### src/rtl/intersection_scheduler.sv
// intersection_scheduler
//   Green-phase arbiter for a two-approach intersection (north-south and
//   east-west) driven through RGB lamps, where yellow is red+green. It
//   enforces minimum/maximum green, yellow, all-red clearance and
//   pedestrian walk intervals. This is the only block allowed to grant green.
//
//   Optional feature macro: PED_WALK_EN.
//     Defined   : pedestrian request latch and WALK phase are built in.
//     Undefined : ped_req is ignored, walk is tied 0, WALK is never entered
//                 and GREEN_MAX has no effect.
//
// Ports
//   clk       in   system clock, rising edge
//   rst_n     in   asynchronous active-low reset
//   avl       in   enable; 0 forces an all-red hold in CLEAR
//   req_ns    in   level vehicle request, north-south
//   req_ew    in   level vehicle request, east-west
//   ped_req   in   pedestrian request (pulse or level)
//   ns_red    out  north-south red
//   ns_green  out  north-south green (with ns_red = yellow)
//   ew_red    out  east-west red
//   ew_green  out  east-west green (with ew_red = yellow)
//   walk      out  pedestrian walk lamp
//   phase     out  current state code (0..5)
module intersection_scheduler #(
  parameter int GREEN_MIN = 8,
  parameter int GREEN_MAX = 20,
  parameter int YELLOW    = 3,
  parameter int CLEAR     = 2,
  parameter int WALK      = 6
) (
  input  logic       clk,
  input  logic       rst_n,
  input  logic       avl,
  input  logic       req_ns,
  input  logic       req_ew,
  input  logic       ped_req,
  output logic       ns_red,
  output logic       ns_green,
  output logic       ew_red,
  output logic       ew_green,
  output logic       walk,
  output logic [2:0] phase
);

  typedef enum logic [2:0] {
    S_CLEAR     = 3'd0,
    S_NS_GREEN  = 3'd1,
    S_NS_YELLOW = 3'd2,
    S_EW_GREEN  = 3'd3,
    S_EW_YELLOW = 3'd4,
    S_WALK      = 3'd5
  } state_t;

  localparam logic [8:0] L_GREEN_MIN = 9'(GREEN_MIN);
  localparam logic [8:0] L_YELLOW    = 9'(YELLOW);
  localparam logic [8:0] L_CLEAR     = 9'(CLEAR);
  localparam logic [8:0] L_WALK      = 9'(WALK);

  state_t     r_state, w_state_next;
  logic [7:0] r_timer, w_timer_next;
  logic [8:0] w_elapsed;       // cycles in this state including the current one
  logic       r_next_dir, w_next_dir_next;
  logic       w_ped_go;        // CLEAR diverts to WALK
  logic       w_ped_force;     // a pending pedestrian ends a long green
  logic       r_ns_red, r_ns_green, r_ew_red, r_ew_green;

  assign w_elapsed = {1'b0, r_timer} + 9'd1;

`ifdef PED_WALK_EN
  localparam logic [8:0] L_GREEN_MAX = 9'(GREEN_MAX);
  logic r_ped_pending, w_ped_pending_next;
  logic r_walk;

  assign w_ped_go    = r_ped_pending | ped_req;
  assign w_ped_force = r_ped_pending & (w_elapsed >= L_GREEN_MAX);
  assign walk        = r_walk;

  // Clear on WALK entry takes priority over a coincident request.
  always_comb begin
    w_ped_pending_next = r_ped_pending;
    if (w_state_next == S_WALK && r_state != S_WALK)
      w_ped_pending_next = 1'b0;
    else if (ped_req && r_state != S_WALK)
      w_ped_pending_next = 1'b1;
  end

  always_ff @(posedge clk or negedge rst_n) begin
    if (!rst_n) begin
      r_ped_pending <= 1'b0;
      r_walk        <= 1'b0;
    end else begin
      r_ped_pending <= w_ped_pending_next;
      r_walk        <= (w_state_next == S_WALK);
    end
  end
`else
  logic w_unused;
  assign w_ped_go    = 1'b0;
  assign w_ped_force = 1'b0;
  assign walk        = 1'b0;
  assign w_unused    = ped_req ^ (GREEN_MAX > 0);
`endif

  // Next-state logic. avl=0 overrides everything and also freezes next_dir.
  always_comb begin
    w_state_next    = r_state;
    w_next_dir_next = r_next_dir;
    case (r_state)
      S_CLEAR: begin
        if (w_elapsed >= L_CLEAR) begin
          if (w_ped_go)
            w_state_next = S_WALK;
          else
            w_state_next = r_next_dir ? S_EW_GREEN : S_NS_GREEN;
        end
      end
      S_NS_GREEN: begin
        if (w_elapsed >= L_GREEN_MIN && (req_ew || w_ped_force)) begin
          w_state_next    = S_NS_YELLOW;
          w_next_dir_next = 1'b1;
        end
      end
      S_EW_GREEN: begin
        if (w_elapsed >= L_GREEN_MIN && (req_ns || w_ped_force)) begin
          w_state_next    = S_EW_YELLOW;
          w_next_dir_next = 1'b0;
        end
      end
      S_NS_YELLOW, S_EW_YELLOW: begin
        if (w_elapsed >= L_YELLOW)
          w_state_next = S_CLEAR;
      end
      S_WALK: begin
        if (w_elapsed >= L_WALK)
          w_state_next = r_next_dir ? S_EW_GREEN : S_NS_GREEN;
      end
      default: w_state_next = S_CLEAR;
    endcase

    if (!avl) begin
      w_state_next    = S_CLEAR;
      w_next_dir_next = r_next_dir;
    end

    if (!avl || w_state_next != r_state)
      w_timer_next = 8'd0;
    else if (r_timer == 8'hFF)
      w_timer_next = r_timer;
    else
      w_timer_next = r_timer + 8'd1;
  end

  // Lamps are decoded from the next state so they switch on the same edge
  // as the state register.
  always_ff @(posedge clk or negedge rst_n) begin
    if (!rst_n) begin
      r_state    <= S_CLEAR;
      r_timer    <= 8'd0;
      r_next_dir <= 1'b0;
      r_ns_red   <= 1'b1;
      r_ns_green <= 1'b0;
      r_ew_red   <= 1'b1;
      r_ew_green <= 1'b0;
    end else begin
      r_state    <= w_state_next;
      r_timer    <= w_timer_next;
      r_next_dir <= w_next_dir_next;
      r_ns_red   <= (w_state_next != S_NS_GREEN);
      r_ns_green <= (w_state_next == S_NS_GREEN) || (w_state_next == S_NS_YELLOW);
      r_ew_red   <= (w_state_next != S_EW_GREEN);
      r_ew_green <= (w_state_next == S_EW_GREEN) || (w_state_next == S_EW_YELLOW);
    end
  end

  assign ns_red   = r_ns_red;
  assign ns_green = r_ns_green;
  assign ew_red   = r_ew_red;
  assign ew_green = r_ew_green;
  assign phase    = r_state;

endmodule

### config.mk
export PLATFORM = sky130hd
export DESIGN_NAME = intersection_scheduler
export DESIGN_NICKNAME = d
export VERILOG_FILES = /design/src/rtl/intersection_scheduler.sv
export SDC_FILE = /design/constraint.sdc
export NUM_CORES = 1
export LEC_CHECK = 0
export CAP_MARGIN = 20
export CORE_MARGIN = 1.5
export CORE_UTILIZATION = 30
export DETAILED_ROUTE_END_ITERATION = 6
export HOLD_SLACK_MARGIN = 0.02
export PLACE_DENSITY = 0.49
export SYNTH_ARGS = -nofsm -noshare
export SYNTH_HDL_FRONTEND = slang
export SYNTH_SLANG_ARGS = --single-unit
### constraint.sdc
create_clock -name clk -period 2.3 [get_ports clk]
set_input_delay 0.46 -clock clk [delete_from_list [all_inputs] [get_ports clk]]
set_output_delay 0.46 -clock clk [all_outputs]
set_load 0.02 [all_outputs]
==> results of run 1 <==
==> critical path: cells and delay by family, from the launching register on <==
kind | cells | cell delay [ns]
AOI/OAI and AO/OA | 4 | 0.90
buffers and inverters | 3 | 0.45
DFF | 1 | 0.41
adders and majority gates | 1 | 0.20
xor gates and xnor gates | 1 | 0.13
muxes | 1 | 0.13
==> metrics by stage <==
step                instances  setup WS (ns)  area, µm²  setup TNS [ns]  power, mW
floorplan                 126        0.04936       1162               0     0.7136
global placement          192        0.03019       1393               0     0.9207
detailed placement        192        0.01676       1393               0     0.9263
CTS                       196      -0.003432       1448       -0.003432      1.186
global route              200        -0.1119       1589         -0.6126      1.373
finish                    200        0.01053       1589               0      1.286
==> repair_timing <==
| action | in CTS | in global routing |
|---|---|---|
| gates resized for setup | 0 | 21 |
| setup buffers | 0 | 4 |
| pin swaps | 0 | 7 |
| endpoints found under the setup margin | 1 | 13 |
==> sequential cells by signal, indices dropped and copies added, names as in the netlist <==
name        flops
ns_green        1
ew_red          1
ew_green        1
ns_red          1
r_timer         8
phase           3
r_next_dir      1
==> worst max path at each step <==
stage	cells past startpoint	end	start
2_1_floorplan	7	r_timer[2]	r_timer[0]
3_3_place_gp	7	ns_green	r_timer[0]
4_1_cts	9	ns_green	r_timer[0]
6_report	10	r_timer[1]	r_timer[0]
3_5_place_dp	7	ns_green	r_timer[0]
5_1_grt	9	r_timer[2]	r_timer[0]
==> logic make-up (layout without fill, tap and decap cells) <==
family | after synthesis | after routing | share of synthesized area
flip-flops | 16 | 16 | 0.3466
AO/OA/AOI/OAI | 40 | 40 | 0.2766
XOR/XNOR | 3 | 3 | 0.02261
other | 1 | 1 | 0.003226
buffers and inverters | 15 | 41 | 0.06780
AND/OR/NAND/NOR | 43 | 43 | 0.2034
adder cells (fa/ha/maj) | 3 | 3 | 0.03230
multiplexers | 5 | 5 | 0.04736
==> power by group through the flow <==
| stage | sequential [mW] | clock (mW) | combinational [mW] |
|---|---|---|---|
| finish | 0.366 | 0.255 | 0.665 |
| global route | 0.370 | 0.276 | 0.727 |
| floorplan | 0.401 | 0 | 0.313 |
| detailed placement | 0.367 | 0 | 0.559 |
| CTS | 0.362 | 0.262 | 0.562 |
| global placement | 0.366 | 0 | 0.555 |
==> cells in the mapped netlist (5+ instances only) <==
cell type	n	area, µm²
dfrtp_1	14	350.3
a21oi_1	11	55.05
nand2_1	10	37.54
nor2_1	9	33.78
nand3_1	7	35.03
inv_1	6	22.52
a31oi_1	5	31.28
==> cell usage in the layout (no fill, tap or decap), types with 3 or more instances in the layout <==
cell type,n
o211ai_1,3
nor2_1,9
dfrtp_1,14
buf_4,16
buf_6,3
mux2i_1,3
nand3_1,7
clkdlybuf4s50_1,11
inv_1,6
nand2_1,10
a21oi_2,3
a31oi_1,3
a21oi_1,8
a31oi_2,3
clkbuf_8,4
==> routing by layer <==
layer / wire, µm / share of wire / track usage / up-vias
met1: 1302 / 0.46 / 0.1822 / 532
met4: 44 / 0.016 / 0.05990 / 0
met2: 1405 / 0.50 / 0.2283 / 20
li1: - / - / - / 515
met3: 50 / 0.018 / 0.01541 / 5
met5: 0 / 0 / 0 / -
==> area by class of cell <==
cell class                 instances  area [µm²]  share of cell area
clock buffer                       4       55.05             0.03465
multi-input combinational         95       780.7              0.4913
inverter                           7       26.28             0.01654
timing repair buffer              30       264.0              0.1661
sequential                        16       402.9              0.2535
tap                               48       60.06             0.03780
==> flow_summary.yaml, run 1 <==
die:
  dieArea_mm2: 0.004257
  start_util: 0.3151
  rows: 22
  fp.coreArea_mm2: 0.003689
  io_pins: 14
  die_h_um: 65.25
  die-width_um: 65.25
critical_path:
  max_stage_delay_ns: 0.41
  cp-end-kind: "flip-flop"
  arrival_ns: 2.47
  regToRegEndpoint: "r_timer[1]"
  worst-r2r-cell-count: 10
  slowest_stage: "dfrtp_1"
  crit_top_cell: "buf_4"
  startpoint_type: "flip-flop"
  crit_fanout: 7
  rr_startpoint: "r_timer[0]"
  path_class: "reg2reg"
  critPathRequiredTime_ns: 2.48
  r2r_setup_slack_ns: 0.01
  worstPathCellList: "ha_2 -> buf_6 -> xnor2_2 -> buf_4 -> a21o_1 -> a31oi_2 -> mux2i_4 -> a211o_4 -> buf_4 -> a21oi_2"
place:
  io_buffers: 11
  hpwl_mm: 2.000
  place.gp.congestion: 0.8612
min_path:
  min_path_type: "in2async"
timing:
  fin_skew_ns: 0.003926
  timing.final.crit_share: 0.9954
  finalCriticalPeriod_ns: 2.289
  setup_violations: 0
  max_freq_mhz: 436.8
  fin_hold_ws_ns: 0.6268
  drv_slew: 0
  maxSlewHeadroom: 0.5286
  worst_slew_pin_slew_ns: 0.7049
  finalHoldViolCount: 0
  rsz0062_at_grt: "yes"
clocking:
  htree_levels: 1
  cts_tree: "built"
  root_buffer: "clkbuf_8"
  cts_made_buffers: 3
  clock_latency_ns: 0.25
  hold_buffers: 0
  numClockSinks: 16
  clk_pin_slew_worst_paths_ns: 0.07
  clockBufferDepth: 2
detailed_routing:
  drt-initial-drc-count: 49
  vias: 1072
  routed_wl_mm: 2.802
  vias_per_cell: 5.360
  first_pass_iters: 5
  drc: 0
  routedWlPerCell_um: 14.01
  ant_nets: 0
logic_synthesis:
  postSynthAreaPerCell_um2: 9.225
  synth_seq_cells: 16
  synth-edff-count: 0
  syn_nets: 135
  yosys.cell_types.count: 51
  netlist_instances: 126
  syn-cell-area_mm2: 0.001162
  ys.flop_type: "dfrtp_1"
  async_flop_share: 1.000
  yosysWarnings: 0
  ys_seq_area_frac: 0.3466
power_and_ir_drop:
  p_comb_frac: 0.517
  switching_share: 0.3663
  ir_worst_vdd_mv: 0.3945
  leakage_nw: 0.6344
  internal_power_mw: 0.8147
  seqPwrFrac: 0.284
  switchingPower_mw: 0.4709
  pwr-share-clk: 0.199
  pwr_density_cell_mw_per_mm2: 809.0
global_route:
  globalRouteOverflowTotal: 0
  grt_pass1_vias: 1015
  grt_pass1_wl_mm: 4.595
  gr-usage-all-layers: 0.1382
  grt_start_max_net_pins: 17
  antenna_found_initial: 0
run:
  maxCapViolCount: 0
finish:
  areaGrowthSynthToFinish_pct: 36.71
  layout-drive-gt1-share: 0.3553
  final_util: 0.4308
  fillers: 396
  fin_nets: 162
  insertedDiodeCount: 0
run_status:
  status: "complete, no violations"
(Power assumes the default switching activity.)
==> inputs of run 2 (changes only) <==
--- a/config.mk
+++ b/config.mk
@@ -6,11 +6,14 @@
 export NUM_CORES = 1
 export LEC_CHECK = 0
 export CAP_MARGIN = 20
+export CELL_PAD_IN_SITES_DETAIL_PLACEMENT = 0
+export CELL_PAD_IN_SITES_GLOBAL_PLACEMENT = 1
 export CORE_MARGIN = 1.5
 export CORE_UTILIZATION = 30
 export DETAILED_ROUTE_END_ITERATION = 6
 export HOLD_SLACK_MARGIN = 0.02
-export PLACE_DENSITY = 0.49
+export PLACE_DENSITY = 0.61
+export SETUP_SLACK_MARGIN = 0.02
 export SYNTH_ARGS = -nofsm -noshare
 export SYNTH_HDL_FRONTEND = slang
 export SYNTH_SLANG_ARGS = --single-unit
==> run 2 against run 1 <==
Effect of this change: non-clock buffer count down 2; via count down 4.8%; wire length down 3.1%; first-iteration DRC count up 12%; die area unchanged; count of clock-buffer cells in the layout unchanged; core utilization down 0.78 points; clock power down 4%; combinational power down 5.1%; critical path type unchanged; largest cell class unchanged; highest routed layer is now met3.
==> flow_summary.yaml, run 2 (same netlist as run 1, synthesis figures left out) <==
place:
  pre_cts_ws_ns: 0.002264
  hpwl_mm: 1.988
  placed_area_mm2: 0.001385
  place.gp.congestion: 0.7787
  dp.cells: 191
  io_buffers: 11
timing:
  worst_slew_pin_slew_ns: 0.7023
  finalCriticalPeriod_ns: 2.238
  fin_hold_ws_ns: 0.6376
  max_freq_mhz: 446.9
  timing.final.crit_share: 0.9729
  fin_skew_ns: 0.003337
  finalHoldViolCount: 0
  setup_violations: 0
  drv_slew: 0
  fin_tns_setup_ns: 0
  rsz0062_at_grt: "yes"
  maxSlewHeadroom: 0.5304
  setup_slack_ns: 0.06228
critical_path:
  critPathRequiredTime_ns: 2.48
  worstPathCellList: "ha_2 -> buf_4 -> and4_2 -> nand3_1 -> o2bb2ai_4 -> mux2i_4 -> nor4bb_1 -> a31o_1"
  slowest_stage: "dfrtp_1"
  arrival_ns: 2.42
  path_class: "reg2reg"
  startpoint_type: "flip-flop"
  max_stage_delay_ns: 0.39
  cp-end-kind: "flip-flop"
  crit_fanout: 4
finish:
  top_register: "r_timer"
  mostFrequentLayoutCells: "buf_4 (15), dfrtp_1 (14), clkdlybuf4s50_1 (11)"
  final_common_cell: "buf_4"
  areaGrowthSynthToFinish_pct: 34.23
  stdcell_area_mm2: 0.001560
  insertedDiodeCount: 0
  final_util: 0.4230
  stdcell_count: 198
  fin_nets: 160
  layout-drive-gt1-share: 0.3200
  largest_reg_flops: 8
detailed_routing:
  vias_per_cell: 5.157
  drc: 0
  ant_nets: 0
  routed_wl_mm: 2.715
  drt-initial-drc-count: 55
  vias: 1021
  first_pass_iters: 4
  routedWlPerCell_um: 13.71
global_route:
  gr-usage-all-layers: 0.1318
  globalRouteOverflowTotal: 0
  grt_pass1_vias: 1032
  grt_start_max_net_pins: 17
  antenna_found_initial: 0
  grt_pass1_wl_mm: 4.505
die:
  die-width_um: 65.25
  start_util: 0.3151
  io_pins: 14
  fp.coreArea_mm2: 0.003689
  rows: 22
  die_h_um: 65.25
  dieArea_mm2: 0.004257
clocking:
  clk_pin_slew_worst_paths_ns: 0.06
  htree_levels: 1
  root_buffer: "clkbuf_8"
  numClockSinks: 16
  cts_tree: "built"
  hold_buffers: 0
  clock_latency_ns: 0.24
  clockBufferDepth: 2
  cts_made_buffers: 3
min_path:
  min_path_type: "in2async"
run:
  maxCapViolCount: 0
power_and_ir_drop:
  leakage_nw: 0.6237
  p_total_mw: 1.237
  ir_worst_vdd_mv: 0.4298
  pwr_density_cell_mw_per_mm2: 792.8
run_status:
  status: "complete, no violations"
-- run 2: timing repair --
action,in CTS,in global routing
pin swaps,0,3
setup endpoints to repair,5,13
setup buffers,0,3
resized for setup,1,18
-- run 2: where the power goes --
group | switching (mW) | internal (mW) | leakage [nW] | total (mW)
logic | 0.323 | 0.309 | 0.382 | 0.631
clock network | 0.0924 | 0.152 | 0.0288 | 0.244
registers | 0.0347 | 0.327 | 0.213 | 0.362
-- run 2: final timing paths --
path / start / endpoint / slack [ns] / cells after the start
max: r_timer[0] / ns_green / 0.06 / 8
min: rst_n / phase[2] / 0.64 / 1
max reg2reg: r_timer[0] / ns_green / 0.06 / 8
min reg2reg: r_next_dir / r_next_dir / 0.66 / 2
max in group asynchronous: rst_n / r_timer[3] / 1.22 / 1
min in group clk: r_next_dir / r_next_dir / 0.66 / 2
-- run 2: cell type report --
cell class                 instances  area [µm²]
multi-input combinational         95       770.7
inverter                           7       26.28
clock buffer                       4       55.05
timing repair buffer              28       245.2
fill                             405        2128
sequential                        16       402.9
tap                               48       60.06
-- run 2: worst max-delay path: cells and delay by family (launching register included) --
| family | cells | cell delay, ns |
|---|---|---|
| simple gates | 3 | 0.76 |
| flops | 1 | 0.39 |
| mux | 1 | 0.34 |
| compound gates | 2 | 0.33 |
| fa+ha+maj | 1 | 0.21 |
| buf+inv | 1 | 0.14 |
-- run 2: metal layers --
| layer | share of wire | global-route usage | vias up |
|---|---|---|---|
| met5 | 0 | 0 | - |
| li1 | - | - | 505 |
| met2 | 0.53 | 0.2360 | 14 |
| met3 | 0.019 | 0.02055 | 0 |
| met1 | 0.45 | 0.1686 | 502 |
| met4 | 0 | 0.02344 | 0 |
